File: src/rtl/stash_scan_table_multi_if.sv
// Scan-port bundle between the stash core, the scan table and the eviction logic.
// With SCAN_PADDR_MATCH_EN defined it also carries the InMatchPAddr/InMatchValid lookup pair.
interface stash_scan_table_multi_if #(
    parameter int ORAML        = 32,
    parameter int ORAMU        = 32,
    parameter int StashEAWidth = 8
);
    localparam int LW = $clog2(ORAML + 1);

    logic                    InStart;
    logic [ORAML-1:0]        CurrentLeaf;
    logic [ORAML-1:0]        InLeaf;
    logic [ORAMU-1:0]        InPAddr;
    logic [StashEAWidth-1:0] InSAddr;
    logic                    InValid;
    logic [StashEAWidth-1:0] OutSAddr;
    logic [LW-1:0]           OutLevel;
    logic                    OutAccepted;
    logic                    OutValid;
    logic                    OutPathFull;
    logic                    OutPAddrHit;
`ifdef SCAN_PADDR_MATCH_EN
    logic [ORAMU-1:0]        InMatchPAddr;
    logic                    InMatchValid;
`endif

    modport master (
        output InStart, CurrentLeaf, InLeaf, InPAddr, InSAddr, InValid,
`ifdef SCAN_PADDR_MATCH_EN
        output InMatchPAddr, InMatchValid,
`endif
        input  OutSAddr, OutLevel, OutAccepted, OutValid, OutPathFull, OutPAddrHit
    );

    modport slave (
        input  InStart, CurrentLeaf, InLeaf, InPAddr, InSAddr, InValid,
`ifdef SCAN_PADDR_MATCH_EN
        input  InMatchPAddr, InMatchValid,
`endif
        output OutSAddr, OutLevel, OutAccepted, OutValid, OutPathFull, OutPAddrHit
    );
endinterface

File: src/rtl/stash_scan_table_multi.sv
// Two-stage greedy deepest-first placement of scanned stash entries onto the current path.
// Optional feature macro: SCAN_PADDR_MATCH_EN (PAddr match strobe aligned with OutValid).
module stash_scan_table_multi #(
    parameter int ORAML        = 32,
    parameter int ORAMU        = 32,
    parameter int Z            = 4,
    parameter int StashEAWidth = 8
) (
    input  logic                   Clock,
    input  logic                   Reset,
    stash_scan_table_multi_if.slave scan
);
    localparam int LW = $clog2(ORAML + 1);
    localparam int CW = $clog2(Z + 1);

    function automatic logic [LW-1:0] lzc(input logic [ORAML-1:0] x);
        logic [LW-1:0] n;
        logic          hit;
        n   = '0;
        hit = 1'b0;
        for (int i = ORAML - 1; i >= 0; i--) begin
            if (!hit) begin
                if (x[i]) hit = 1'b1;
                else      n   = n + LW'(1);
            end
        end
        return n;
    endfunction

    logic [ORAML-1:0]        leaf_q;
    logic [ORAML-1:0]        cmp_leaf;
    logic [LW-1:0]           s1_d_d;
    logic                    s1_valid_q;
    logic [LW-1:0]           s1_d_q;
    logic [StashEAWidth-1:0] s1_saddr_q;

    logic [CW-1:0]           cnt_q [ORAML+1];
    logic [CW-1:0]           cnt_d [ORAML+1];
    logic                    full_q, full_d;
    logic                    found;
    logic [LW-1:0]           pick;
    logic [LW-1:0]           level_d;

    logic                    out_valid_q;
    logic                    out_accepted_q;
    logic [LW-1:0]           out_level_q;
    logic [StashEAWidth-1:0] out_saddr_q;

    // An entry arriving with InStart is judged against the new leaf.
    assign cmp_leaf = scan.InStart ? scan.CurrentLeaf : leaf_q;
    assign s1_d_d   = lzc(scan.InLeaf ^ cmp_leaf);

    always_ff @(posedge Clock) begin
        if (Reset) begin
            leaf_q     <= '0;
            s1_valid_q <= 1'b0;
            s1_d_q     <= '0;
            s1_saddr_q <= '0;
        end else begin
            if (scan.InStart) leaf_q <= scan.CurrentLeaf;
            s1_valid_q <= scan.InValid;
            s1_d_q     <= s1_d_d;
            s1_saddr_q <= scan.InSAddr;
        end
    end

    always_comb begin
        found  = 1'b0;
        pick   = '0;
        full_d = 1'b1;
        for (int l = 0; l <= ORAML; l++) begin
            if ((LW'(l) <= s1_d_q) && (cnt_q[l] < CW'(Z))) begin
                found = 1'b1;
                pick  = LW'(l);
            end
        end
        level_d = (s1_valid_q && found) ? pick : '0;
        for (int l = 0; l <= ORAML; l++) begin
            cnt_d[l] = cnt_q[l];
            if (s1_valid_q && found && (pick == LW'(l))) cnt_d[l] = cnt_q[l] + CW'(1);
            if (cnt_d[l] != CW'(Z)) full_d = 1'b0;
        end
    end

    // InStart drops whatever sits in stage 1 and clears the path occupancy.
    always_ff @(posedge Clock) begin
        if (Reset || scan.InStart) begin
            for (int l = 0; l <= ORAML; l++) cnt_q[l] <= '0;
            full_q         <= 1'b0;
            out_valid_q    <= 1'b0;
            out_accepted_q <= 1'b0;
            out_level_q    <= '0;
            out_saddr_q    <= '0;
        end else begin
            for (int l = 0; l <= ORAML; l++) cnt_q[l] <= cnt_d[l];
            full_q         <= full_d;
            out_valid_q    <= s1_valid_q;
            out_accepted_q <= s1_valid_q & found;
            out_level_q    <= level_d;
            out_saddr_q    <= s1_saddr_q;
        end
    end

    assign scan.OutValid    = out_valid_q;
    assign scan.OutAccepted = out_accepted_q;
    assign scan.OutLevel    = out_level_q;
    assign scan.OutSAddr    = out_saddr_q;
    assign scan.OutPathFull = full_q;

`ifdef SCAN_PADDR_MATCH_EN
    logic [ORAMU-1:0] s1_paddr_q;
    logic             hit_q;

    always_ff @(posedge Clock) begin
        if (Reset) s1_paddr_q <= '0;
        else       s1_paddr_q <= scan.InPAddr;
    end

    always_ff @(posedge Clock) begin
        if (Reset || scan.InStart) hit_q <= 1'b0;
        else hit_q <= s1_valid_q & scan.InMatchValid & (s1_paddr_q == scan.InMatchPAddr);
    end

    assign scan.OutPAddrHit = hit_q;
`else
    logic unused_paddr;
    assign unused_paddr     = ^scan.InPAddr;
    assign scan.OutPAddrHit = 1'b0;
`endif
endmodule
File: src/flat_wrapper.sv
// flat-port wrapper written by rule: the top's interface ports become plain ports
module stash_scan_table_multi_flat 
#(
    parameter int ORAML        = 32,
    parameter int ORAMU        = 32,
    parameter int Z            = 4,
    parameter int StashEAWidth = 8
)
  (Clock, Reset, scan_InStart, scan_CurrentLeaf, scan_InLeaf, scan_InPAddr, scan_InSAddr, scan_InValid, scan_OutSAddr, scan_OutLevel, scan_OutAccepted, scan_OutValid, scan_OutPathFull, scan_OutPAddrHit);
  stash_scan_table_multi_if #(.ORAML(ORAML), .ORAMU(ORAMU), .StashEAWidth(StashEAWidth)) scan_i ();
  input  logic Clock;
  input  logic Reset;
  input wire logic [$bits(scan_i.InStart)-1:0] scan_InStart;
  input wire logic [$bits(scan_i.CurrentLeaf)-1:0] scan_CurrentLeaf;
  input wire logic [$bits(scan_i.InLeaf)-1:0] scan_InLeaf;
  input wire logic [$bits(scan_i.InPAddr)-1:0] scan_InPAddr;
  input wire logic [$bits(scan_i.InSAddr)-1:0] scan_InSAddr;
  input wire logic [$bits(scan_i.InValid)-1:0] scan_InValid;
  output wire logic [$bits(scan_i.OutSAddr)-1:0] scan_OutSAddr;
  output wire logic [$bits(scan_i.OutLevel)-1:0] scan_OutLevel;
  output wire logic [$bits(scan_i.OutAccepted)-1:0] scan_OutAccepted;
  output wire logic [$bits(scan_i.OutValid)-1:0] scan_OutValid;
  output wire logic [$bits(scan_i.OutPathFull)-1:0] scan_OutPathFull;
  output wire logic [$bits(scan_i.OutPAddrHit)-1:0] scan_OutPAddrHit;
  assign scan_i.InStart = scan_InStart;
  assign scan_i.CurrentLeaf = scan_CurrentLeaf;
  assign scan_i.InLeaf = scan_InLeaf;
  assign scan_i.InPAddr = scan_InPAddr;
  assign scan_i.InSAddr = scan_InSAddr;
  assign scan_i.InValid = scan_InValid;
  assign scan_OutSAddr = scan_i.OutSAddr;
  assign scan_OutLevel = scan_i.OutLevel;
  assign scan_OutAccepted = scan_i.OutAccepted;
  assign scan_OutValid = scan_i.OutValid;
  assign scan_OutPathFull = scan_i.OutPathFull;
  assign scan_OutPAddrHit = scan_i.OutPAddrHit;
  stash_scan_table_multi #(.ORAML(ORAML), .ORAMU(ORAMU), .Z(Z), .StashEAWidth(StashEAWidth)) u_core (.Clock(Clock), .Reset(Reset), .scan(scan_i));
endmodule
File: config.mk
export PLATFORM = sky130hd
export DESIGN_NAME = stash_scan_table_multi_flat
export DESIGN_NICKNAME = d
export VERILOG_FILES = /design/src/rtl/stash_scan_table_multi_if.sv /design/src/rtl/stash_scan_table_multi.sv /design/src/flat_wrapper.sv
export SDC_FILE = /design/constraint.sdc
export NUM_CORES = 1
export LEC_CHECK = 0
export CORE_UTILIZATION = 47
export CTS_CLUSTER_SIZE = 8
export DETAILED_ROUTE_END_ITERATION = 8
export DONT_BUFFER_PORTS = 1
export RECOVER_POWER = 100
export SYNTH_ARGS = -nofsm -noshare
export SYNTH_HDL_FRONTEND = slang
export SYNTH_SLANG_ARGS = --single-unit
File: constraint.sdc
create_clock -name Clock -period 18.8 [get_ports Clock]
set_input_delay 0.94 -clock Clock [delete_from_list [all_inputs] [get_ports Clock]]
set_output_delay 0.94 -clock Clock [all_outputs]
set_load 0.05 [all_outputs]
Yosys cells after proc, flatten, opt, wreduce, memory -nomap -nowiden

Memory sizes are Yosys's and may differ from the RTL's.
Index checks and enable logic that the tools add are counted.
W data, S select, Z words.

Memories kept: 1
Output and inout port bits: 18
Word-level logic and storage cells: 572
Bits in registers: 64
Memory bits (writable): 99

$add $sub $neg: 64
Bitwise operators: 36
Eq/ne operators: 65
Reductions and logical operators: 71
Muxes and demuxes: 260
Order comparisons: 66

Memories:

| memory       | words | width | rd ports | clocked after Yosys merged registers in | write ports | line                         | source |
|---|---|---|---|---|---|---|---|
| u_core.cnt_q | 33    | 3     | 33       | 0                                       | 33          | stash_scan_table_multi.sv:37 | `logic [CW-1:0] cnt_q [ORAML+1];` |

Operators with widths:

| cell                  | count |
|---|---|
| $mux W6               | 63 |
| $mux W3               | 70 |
| $add A6 B1 Y6 const B | 30 |
| $mux W1               | 100 |
| $add A3 B1 Y3 const B | 33 |
| $lt A3 B3 Y1 const B  | 33 |
| $ne A3 B3 Y1 const B  | 33 |
| $eq A6 B5 Y1 const B  | 16 |
| $le A5 B6 Y1 const A  | 16 |
| $mux W5               | 16 |
| $logic_and A1 B1 Y1   | 67 |
| $eq A6 B4 Y1 const B  | 8 |
| $le A4 B6 Y1 const A  | 8 |
| $or A1 B1 Y1          | 33 |
| $reduce_or A33 Y1     | 1 |
| $mux W32              | 1 |
| $mux W4               | 8 |
| $xor A32 B32 Y32      | 1 |
| $eq A6 B3 Y1 const B  | 4 |
| $le A3 B6 Y1 const A  | 4 |
| $eq A6 B2 Y1 const B  | 2 |
| $le A1 B6 Y1 const A  | 2 |
| $le A2 B6 Y1 const A  | 2 |
| $eq A6 B1 Y1 const B  | 1 |
| 9 further kinds       | 10 |

Longest topological paths before layout

Gate-level depths: netlist (run 1).

Depth after elaboration: 96
Depth in mapped cells: 84
Depth with buffers taken out: 83

Worst setup path after synthesis (run 1)

Ideal clock, no wire load.

Kind: input to register
From: input port scan_InStart
To: register u_core.s1_d_q[5]
Setup slack: 3.433 ns
Required time: 18.672 ns
Data arrival time: 15.240 ns
Library setup time: 0.128 ns
Stages on the path: 80
Cell sequence: buf_6 > mux2i_1 > xnor2_1 > or4_4 > buf_6 > and2_1 > ha_1 > nand3_1 > nand2_1 > ha_1 > and3_1 > o21a_1 > o31a_1 > mux2_2 > ha_1 > nand2_1 > o2bb2ai_1 > o211ai_1 > (+44 left out) > mux2_2 > o21ai_0 > ha_1 > nand2_1 > a21boi_0 > ha_1 > mux2_2 > ha_1 > mux2_2 > ha_1 > nand2b_1 > xnor2_1 > nand2_1 > xnor2_1 > and3_1 > nand3_1 > xnor2_1 > nor2_1

Word-level cells in the longest chain between the ends: 96
Elaborated cells on any way between the ends: 157

RTL lines:

| item                 | line                         | source |
|---|---|---|
| start, declared      | flat_wrapper.sv:13           | `input wire logic [$bits(scan_i.InStart)-1:0] scan_InStart;` |
| $mux W32 *           | n/a                          |  |
| $xor A32 B32 Y32 *   | stash_scan_table_multi.sv:51 | `assign s1_d_d = lzc(scan.InLeaf ^ cmp_leaf);` |
| $mux W1              | stash_scan_table_multi.sv:23 | `if (x[i]) hit = 1'b1;` |
| $add A1 B1 Y2        | stash_scan_table_multi.sv:24 | `else n = n + LW'(1);` |
| $mux W6              | stash_scan_table_multi.sv:23 |  |
| $mux W6              | stash_scan_table_multi.sv:22 | `if (!hit) begin` |
| $add A6 B1 Y6        | stash_scan_table_multi.sv:24 |  |
| $mux W6              | stash_scan_table_multi.sv:23 |  |
| (+80 left out)       | n/a                          |  |
| $mux W6              | stash_scan_table_multi.sv:23 |  |
| $mux W6              | stash_scan_table_multi.sv:22 |  |
| $add A6 B1 Y6        | stash_scan_table_multi.sv:24 |  |
| $mux W6              | stash_scan_table_multi.sv:23 |  |
| $mux W6              | stash_scan_table_multi.sv:22 |  |
| $add A6 B1 Y6        | stash_scan_table_multi.sv:24 |  |
| $mux W6              | stash_scan_table_multi.sv:23 |  |
| $mux W6 *            | stash_scan_table_multi.sv:22 |  |
| end signal, assigned | stash_scan_table_multi.sv:57 | `s1_d_q <= '0;` |
| end signal, assigned | stash_scan_table_multi.sv:62 | `s1_d_q <= s1_d_d;` |
| end, declared        | stash_scan_table_multi.sv:34 | `logic [LW-1:0] s1_d_q;` |

Mark *: on every way between the ends. The rest lies on a longest branch, timed or not.
A chain may end at the register's enable or synchronous reset.

Final worst setup path (run 1)

Ends and elaborated chain as after synthesis.

==> impl_metrics.json, run 1 <==
{
  "finalSetupTns_ps": 0,
  "place.detailed.hpwl_um": 23100,
  "finalCriticalPeriod_ps": 16650,
  "rsz0062_at_grt": "false",
  "drc": 0,
  "first_pass_iters": 5,
  "ys_ff_latch": 163,
  "final_cell_area_um2": 12900,
  "grt_pass1_wl_um": 48900,
  "path_common_cell": "ha_1",
  "clk_pin_slew_ps": 60,
  "via_per_inst": 5.66,
  "antenna_found_initial": 0,
  "gr-usage-all-layers_pct": 23.4,
  "syn_to_final_growth_pct": 6.59,
  "p_per_area_nw_per_um2": 71.8,
  "pwr-share-clk_pct": 41.4,
  "antenna_cells": 0,
  "slowest_delay_ps": 400,
  "start_util_pct": 47.9,
  "dieHeight_um": 162,
  "wl_per_cell_um": 16.6,
  "grt.overflow.total": 0,
  "n_fill_cell": 2422,
  "reg2reg_setup_slack_ps": 2390,
  "dieArea_um2": 26300,
  "drtAntennaViolNets": 0,
  "async_flop_share_pct": 0,
  "slew_headroom_pct": -30.0,
  "power_frac_seq_pct": 38.7,
  "fin_skew_ps": 14.3,
  "synthesis.nets": 1672,
  "cts.sinks": 163,
  "syn_area_um2": 12100,
  "cp.required_ps": 19120,
  "hold_depth": 1,
  "hold_end": "u_core.scan.OutSAddr[1]",
  "drv_slew": 43,
  "yosys-top-cells-count": "nor2_1 (223), dfxtp_1 (163), nand2_1 (146)",
  "irDropWorstVdd_uv": 53.0,
  "p_leak_nw": 5.16,
  "clock_latency_ps": 440,
  "port_buffers": 0,
  "cts_tree": "built",
  "critical_path_arrival_ps": 16970,
  "hold_class": "flop to flop",
  "p_sw_mw": 0.273,
  "sw_frac_of_total_pct": 29.6,
  "critical_path.max_fanout": 34,
  "synthTopCellsByArea": "dfxtp_1 (27%), nor2_1 (6.9%), ha_1 (6.4%), mux2i_1 (5.3%), xnor2_1 (5.2%)",
  "worstReg2RegStart": "u_core.leaf_q[31]",
  "setup_ws_ps": 2150,
  "p_int_mw": 0.650,
  "fin_crit_sh_pct": 88.5,
  "drive_gt1_share_pct": 6.31,
  "ctsHoldBuffers": 0,
  "critPathSlowestCell": "o31ai_1",
  "start_kind": "primary input",
  "dr.first_iter.drc_count": 777,
  "ios": 126,
  "nets": 1647,
  "hold_viol": 0,
  "yosysWarnings": 0,
  "grt_max_degree": 51,
  "routed-via-count": 10300,
  "placed_cell_area_um2": 12300,
  "postCtsSetupBuffers": 0,
  "power_frac_comb_pct": 19.9,
  "clockBufferDepth": 2,
  "ctsResizeCount": 0,
  "pre_cts_ws_ps": 2010,
  "violations": "capacitance limit, slew limit",
  "grt_pass1_vias": 9514,
  "rr_endpoint": "u_core.s1_d_q[5]",
  "post_synth.cell_area_avg_um2": 8.04,
  "reg2reg_depth": 81,
  "synth-edff-count": 0,
  "gp_congestion": 0.899,
  "totalWireLength_um": 30300,
  "holdWs_ps": 426,
  "coreArea_um2": 25200,
  "yosys.area.top_type": "dfxtp_1",
  "maxCapViolations": 1,
  "yosys.area.top_type_share_pct": 27.0,
  "end_kind": "flop",
  "synth-main-ff-cell": "dfxtp_1",
  "timing.fmax_mhz": 60.1,
  "setup_violations": 0,
  "status": "complete, but fails checks",
  "synth_most_common_cell": "nor2_1",
  "dieWidth_um": 162,
  "ys_types": 93,
  "power_mw": 0.923,
  "rows": 58,
  "syn_inst": 1502,
  "numCtsBuffers": 17,
  "cts_max_level": 4,
  "seq_area_frac_synth_pct": 27.0,
  "worstSetupPathType": "primary input to flop",
  "hp-start": "u_core.s1_saddr_q[1]",
  "tightest_slew_ps": 1950,
  "cts-root-buf": "clkbuf_16"
}
==> state kept, by name, summed over array words and instances, names as in the netlist <==
register	flops
u_core.s1_saddr_q	8
u_core.leaf_q	32
u_core.scan.OutLevel	6
u_core.s1_d_q	6
u_core.scan.OutValid	1
u_core.cnt_q	99
u_core.s1_valid_q	1
u_core.scan.OutSAddr	8
u_core.scan.OutAccepted	1
u_core.scan.OutPathFull	1
==> routing by layer <==
layer / vias to the layer above / part of all wire (%) / GRT usage (%)
met5: - / 0 / 0
met4: 0 / 1.5 / 6.13
met3: 29 / 5.5 / 4.21
met2: 288 / 44 / 36.4
met1: 4711 / 49 / 33.0
li1: 5272 / - / -
==> placed cells by master (no fill, tap or decap), types with 13 or more instances in the layout <==
master / Yosys / layout
a31oi_1: 23 / 23
inv_1: 49 / 49
nand3_1: 48 / 48
o22ai_1: 13 / 13
nor3_1: 32 / 32
nor2b_1: 18 / 18
nor4_1: 13 / 13
mux2i_1: 64 / 70
a21oi_1: 97 / 97
or3_1: 13 / 13
ha_1: 62 / 62
clkbuf_16: 0 / 17
a21o_1: 14 / 14
nand2_1: 146 / 146
dfxtp_1: 163 / 163
o21a_1: 16 / 16
and2_1: 25 / 15
nor2_1: 223 / 223
nand2b_1: 24 / 24
and3_1: 13 / 13
o21ai_0: 46 / 47
o211ai_1: 14 / 14
xnor2_1: 72 / 72
xor2_1: 55 / 55
nand4_1: 14 / 14
==> worst max path at each step <==
stage                 start          endpoint  slack (ps)
6_report       scan_InStart  u_core.s1_d_q[5]        2150
5_1_grt        scan_InStart  u_core.s1_d_q[5]         750
4_1_cts        scan_InStart  u_core.s1_d_q[5]        2410
3_5_place_dp   scan_InStart  u_core.s1_d_q[5]        2010
3_3_place_gp   scan_InStart  u_core.s1_d_q[5]        2220
2_1_floorplan  scan_InStart  u_core.s1_d_q[5]        3430
==> cells by family after synthesis <==
kind of cell,after synthesis,synth area share [%]
and+or+nand+nor,629,25.4
buffers and inverters,99,3.43
muxes,82,7.42
adders and majority gates,65,6.67
xor gates and xnor gates,149,12.9
other,1,0.0311
AOI/OAI and AO/OA,314,17.1
DFF,163,27.0
==> area by class of cell <==
type	instances	area, um^2	area share [%]
inverters	49	184	1.43
flip-flops and latches	163	3260	25.4
clock inverters	11	175	1.36
multi-input cells	1240	8350	64.9
repair buffers	6	26.3	0.204
well taps	330	413	3.21
clock buffers	21	460	3.58
==> critical path: cells and delay by family <==
family	cells	cell delay (ps)
AOI/OAI and AO/OA	22	4450
buffers and inverters	2	140
muxes	8	2180
and+or+nand+nor	27	3330
xor gates and xnor gates	6	1220
adders and majority gates	16	4680
==> power by group through the flow <==
stage	clock [mW]	combinational [mW]	sequential, mW
finish	0.382	0.184	0.357
detailed placement	0	0.184	0.365
CTS	0.391	0.185	0.357
global route	0.402	0.206	0.358
floorplan	0	0.151	0.364
global placement	0	0.182	0.365
==> metrics by stage <==
stage / util [%] / instances
5_1_grt: 51.1 / 1820
3_5_place_dp: 48.9 / 1788
6_report: 51.1 / 1820
3_3_place_gp: 48.9 / 1788
2_1_floorplan: - / 1502
4_1_cts: 51.4 / 1820
(Power assumes the default switching activity.)
==> run 2, diff against run 1 <==
Settings changed: PLACE_DENSITY_LB_ADDON set to 0.1.
==> impl_metrics.json, run 2 (same netlist as run 1, synthesis figures left out) <==
{
  "path_common_cell": "ha_1",
  "place.detailed.hpwl_um": 23300,
  "worstReg2RegStart": "u_core.leaf_q[31]",
  "drive_gt1_share_pct": 6.44,
  "dr.first_iter.drc_count": 645,
  "cts-root-buf": "clkbuf_16",
  "finalSetupTns_ps": 0,
  "rr_endpoint": "u_core.s1_d_q[5]",
  "setup_ws_ps": 2210,
  "p_leak_nw": 5.14,
  "start_kind": "primary input",
  "p_per_area_nw_per_um2": 70.0,
  "grt_max_degree": 56,
  "critical_path.max_fanout": 34,
  "reg2reg_depth": 82,
  "numCtsBuffers": 17,
  "dieWidth_um": 162,
  "status": "complete, but fails checks",
  "drc": 0,
  "ctsResizeCount": 0,
  "syn_to_final_growth_pct": 6.29,
  "regMostFlops": "u_core.cnt_q",
  "dieHeight_um": 162,
  "first_pass_iters": 5,
  "timing.fmax_mhz": 60.3,
  "cts.sinks": 163,
  "totalWireLength_um": 30400,
  "largest_reg_flops": 99,
  "gr-usage-all-layers_pct": 23.6,
  "maxCapViolations": 1,
  "holdWs_ps": 423,
  "routed-via-count": 10300,
  "via_per_inst": 5.68,
  "layout_common_cells": "nor2_1 (223), dfxtp_1 (163), nand2_1 (146), a21oi_1 (97), xnor2_1 (72)",
  "cp.required_ps": 19130,
  "cts_max_level": 4,
  "hold_class": "flop to flop",
  "hold_end": "u_core.scan.OutSAddr[7]",
  "slew_headroom_pct": -16.6,
  "fin_crit_sh_pct": 88.3,
  "critPathSlowestCell": "xnor2_1",
  "drtAntennaViolNets": 0,
  "pre_cts_ws_ps": 2120,
  "top_regs": "u_core.cnt_q (99), u_core.leaf_q (32)",
  "reg2reg_setup_slack_ps": 2450,
  "hp-start": "u_core.s1_saddr_q[7]",
  "wl_per_cell_um": 16.7,
  "multi_input_area_um2": 8350,
  "antenna_found_initial": 0,
  "nets": 1648,
  "finalCriticalPeriod_ps": 16590,
  "ctsHoldBuffers": 0,
  "gp_congestion": 0.917,
  "setup_violations": 0,
  "clock_latency_ps": 440,
  "rows": 58,
  "n_fill_cell": 2464,
  "rsz0062_at_grt": "false",
  "worstSetupPathType": "primary input to flop",
  "grt_pass1_vias": 9491,
  "grt_pass1_wl_um": 49200,
  "postCtsSetupBuffers": 0,
  "violations": "capacitance limit, slew limit",
  "placed_cell_area_um2": 12300,
  "dieArea_um2": 26300,
  "clk_pin_slew_ps": 80,
  "slowest_delay_ps": 380,
  "register_area_um2": 3260,
  "final_cell_area_um2": 12800,
  "critPathLaunch": "scan_InStart",
  "cts_tree": "built",
  "final_common_cell": "nor2_1",
  "drv_slew": 39,
  "irDropWorstVdd_uv": 42.4,
  "port_buffers": 0,
  "end_kind": "flop",
  "hold_depth": 1,
  "ios": 126,
  "tightest_slew_ps": 1750,
  "antenna_cells": 0,
  "coreArea_um2": 25200,
  "grt.overflow.total": 0,
  "clockBufferDepth": 2,
  "critical_path_arrival_ps": 16920,
  "hold_viol": 0,
  "start_util_pct": 47.9,
  "fin_skew_ps": 15.8
}
[run 2: cell types whose count changed in the layout (fill, tap and decap cells not counted)]
cell / delta
and2_0: -2
and2_1: +2
bufinv_16: -3
clkbuf_1: -1
clkbuf_8: +2
clkinv_2: -1
clkinv_4: -1
clkinvlp_4: +2
inv_6: +2
inv_8: +1
[run 2: area by class of cell]
type,instances,share of cell area [%]
multi-input cells,1240,65.0
clock buffers,21,3.74
inverters,49,1.43
repair buffers,7,0.234
flip-flops and latches,163,25.4
well taps,330,3.22
clock inverters,11,0.897
[run 2: metrics by stage]
step	util (%)	instances	total power, mW
6_report	51.0	1821	0.898
5_1_grt	51.0	1821	0.944
4_1_cts	51.2	1821	0.908
3_5_place_dp	48.9	1789	0.550
3_3_place_gp	48.9	1789	0.549
2_1_floorplan	-	1502	0.515
[run 2: metal layers]
layer	GRT usage [%]	wire, um	vias up
met4	5.57	375	0
met5	0	0	-
met3	4.21	1450	26
met2	36.8	13400	248
li1	-	-	5255
met1	33.3	15200	4808
[run 2: worst max path at each step]
stage                             to  slack [ps]  cells past startpoint
CTS                 u_core.s1_d_q[5]        2480                     82
finish              u_core.s1_d_q[5]        2210                     82
global placement    u_core.s1_d_q[5]        2170                     78
floorplan           u_core.s1_d_q[5]        3430                     80
detailed placement  u_core.s1_d_q[5]        2120                     82
global route        u_core.s1_d_q[5]         860                     78
[run 2: worst max-delay path, delay by kind of cell]
family | cells | cell delay (ps)
and+or+nand+nor | 31 | 3870
AOI/OAI and AO/OA | 20 | 4060
buffers and inverters | 2 | 140
muxes | 7 | 1880
adders and majority gates | 16 | 4760
xor gates and xnor gates | 6 | 1230
[run 2: report_power, final]
| part | internal [mW] | total [mW] | leakage, nW | switching, mW |
|---|---|---|---|---|
| combinational | 0.0678 | 0.183 | 3.53 | 0.116 |
| clock | 0.200 | 0.357 | 0.281 | 0.158 |
| sequential | 0.352 | 0.357 | 1.32 | 0.00587 |
| total | 0.619 | 0.898 | 5.14 | 0.279 |
==> run 3, diff against run 2 <==
Settings changed: PLACE_DENSITY set to 0.71, PLACE_DENSITY_LB_ADDON 0.1 to unset.
==> impl_metrics.json, run 3 (same netlist as run 1, synthesis figures left out) <==
{
  "final_common_cell": "nor2_1",
  "coreArea_um2": 25200,
  "place.detailed.hpwl_um": 23300,
  "timing.fmax_mhz": 58.6,
  "cp.required_ps": 19130,
  "nets": 1645,
  "routed-via-count": 10600,
  "fin_crit_sh_pct": 90.8,
  "ctsHoldBuffers": 0,
  "slew_headroom_pct": -23.0,
  "reg2reg_setup_slack_ps": 1990,
  "hold_depth": 1,
  "finalCriticalPeriod_ps": 17070,
  "status": "complete, but fails checks",
  "setup_violations": 0,
  "p_leak_nw": 5.14,
  "finalSetupTns_ps": 0,
  "ios": 126,
  "antenna_cells": 0,
  "clockBufferDepth": 2,
  "reg2reg_depth": 78,
  "grt_pass1_wl_um": 49400,
  "worstReg2RegStart": "u_core.leaf_q[31]",
  "hold_viol": 0,
  "totalWireLength_um": 30300,
  "end_kind": "flop",
  "regMostFlops": "u_core.cnt_q",
  "fin_skew_ps": 14.9,
  "postCtsSetupBuffers": 0,
  "drv_slew": 11,
  "clock_latency_ps": 440,
  "multi_input_area_um2": 8340,
  "gp_congestion": 0.944,
  "antenna_found_initial": 1,
  "via_per_inst": 5.84,
  "hold_class": "flop to flop",
  "register_area_um2": 3260,
  "worstSetupPathType": "primary input to flop",
  "wl_per_cell_um": 16.7,
  "clk_pin_slew_ps": 70,
  "drtAntennaViolNets": 0,
  "n_fill_cell": 2409,
  "layout_common_cells": "nor2_1 (223), dfxtp_1 (163), nand2_1 (146), a21oi_1 (97), xnor2_1 (72)",
  "drc": 0,
  "path_common_cell": "ha_1",
  "critical_path.max_fanout": 34,
  "irDropWorstVdd_uv": 44.1,
  "p_per_area_nw_per_um2": 70.6,
  "final_cell_area_um2": 12800,
  "start_kind": "primary input",
  "dr.first_iter.drc_count": 858,
  "first_pass_iters": 6,
  "top_regs": "u_core.cnt_q (99), u_core.leaf_q (32)",
  "rsz0062_at_grt": "false",
  "slowest_delay_ps": 1510,
  "rows": 58,
  "dieArea_um2": 26300,
  "start_util_pct": 47.9,
  "gr-usage-all-layers_pct": 23.4,
  "syn_to_final_growth_pct": 6.27,
  "largest_reg_flops": 99,
  "hp-start": "u_core.s1_saddr_q[3]",
  "drive_gt1_share_pct": 6.52,
  "dieWidth_um": 162,
  "cts_tree": "built",
  "grt_pass1_vias": 9952,
  "hold_end": "u_core.scan.OutSAddr[3]",
  "grt_max_degree": 62,
  "cts-root-buf": "clkbuf_16",
  "port_buffers": 0,
  "rr_endpoint": "u_core.s1_d_q[5]",
  "ctsResizeCount": 0,
  "dieHeight_um": 162,
  "cts_max_level": 4,
  "tightest_slew_ps": 1830,
  "maxCapViolations": 1,
  "grt.overflow.total": 0,
  "cts.sinks": 163,
  "critPathSlowestCell": "nor4_1",
  "placed_cell_area_um2": 12300,
  "numCtsBuffers": 17,
  "critical_path_arrival_ps": 17400,
  "violations": "capacitance limit, slew limit"
}
[run 3: changes by cell type in the layout (fill, tap and decap cells not counted)]
cell,previous run,this run
clkbuf_1,6,3
and2_1,17,16
clkinvlp_4,4,2
clkinv_8,0,3
or2_0,0,1
and2_0,8,9
inv_8,1,5
mux2_2,7,10
inv_6,4,3
nor4_2,2,1
or2_2,11,10
clkbuf_8,4,0
nor4_1,13,14
mux2_1,4,1
[run 3: cell type report]
cell class / count / area share (%)
inverters: 49 / 1.43
clock buffers: 17 / 3.32
multi-input cells: 1240 / 65.0
repair buffers: 4 / 0.146
well taps: 330 / 3.22
flip-flops and latches: 163 / 25.4
clock inverters: 15 / 1.44
[run 3: routing by layer]
metal | share of wire, % | track usage (%) | vias up
met4 | 1.7 | 6.82 | 0
met5 | 0 | 0 | -
met1 | 47 | 31.9 | 4977
met3 | 6.0 | 3.91 | 36
met2 | 46 | 37.8 | 326
li1 | - | - | 5273
[run 3: where the power goes]
| part | switching [mW] | leakage, nW | internal [mW] |
|---|---|---|---|
| Clock | 0.171 | 0.293 | 0.192 |
| Combinational | 0.117 | 3.52 | 0.0678 |
| Sequential | 0.00593 | 1.32 | 0.351 |
[run 3: worst max path at each step]
stage | startpoint | endpoint | cells past startpoint
after CTS | scan_InStart | u_core.s1_d_q[5] | 81
final | scan_InStart | u_core.s1_d_q[5] | 78
after detailed placement | scan_InStart | u_core.s1_d_q[5] | 82
after global placement | scan_InStart | u_core.s1_d_q[5] | 82
after global routing | scan_InStart | u_core.s1_d_q[5] | 78
after floorplan | scan_InStart | u_core.s1_d_q[5] | 80
[run 3: critical path: cells and delay by family]
family,cells,cell delay [ps]
AO/OA/AOI/OAI,21,4220
XOR/XNOR,6,1080
adder cells (fa/ha/maj),14,4120
buffers and inverters,1,30
multiplexers,7,1870
AND/OR/NAND/NOR,29,5150
[run 3: metrics by stage]
step | instances | hold slack [ps] | setup WS [ps] | util, % | power (mW)
after floorplan | 1502 | 406 | 3430 | - | 0.515
after global placement | 1786 | 408 | 2250 | 48.8 | 0.547
after detailed placement | 1786 | 415 | 2070 | 48.8 | 0.549
after CTS | 1818 | 432 | 2470 | 51.2 | 0.913
after global routing | 1818 | 444 | 572 | 51.0 | 0.948
final | 1818 | 428 | 1730 | 51.0 | 0.906
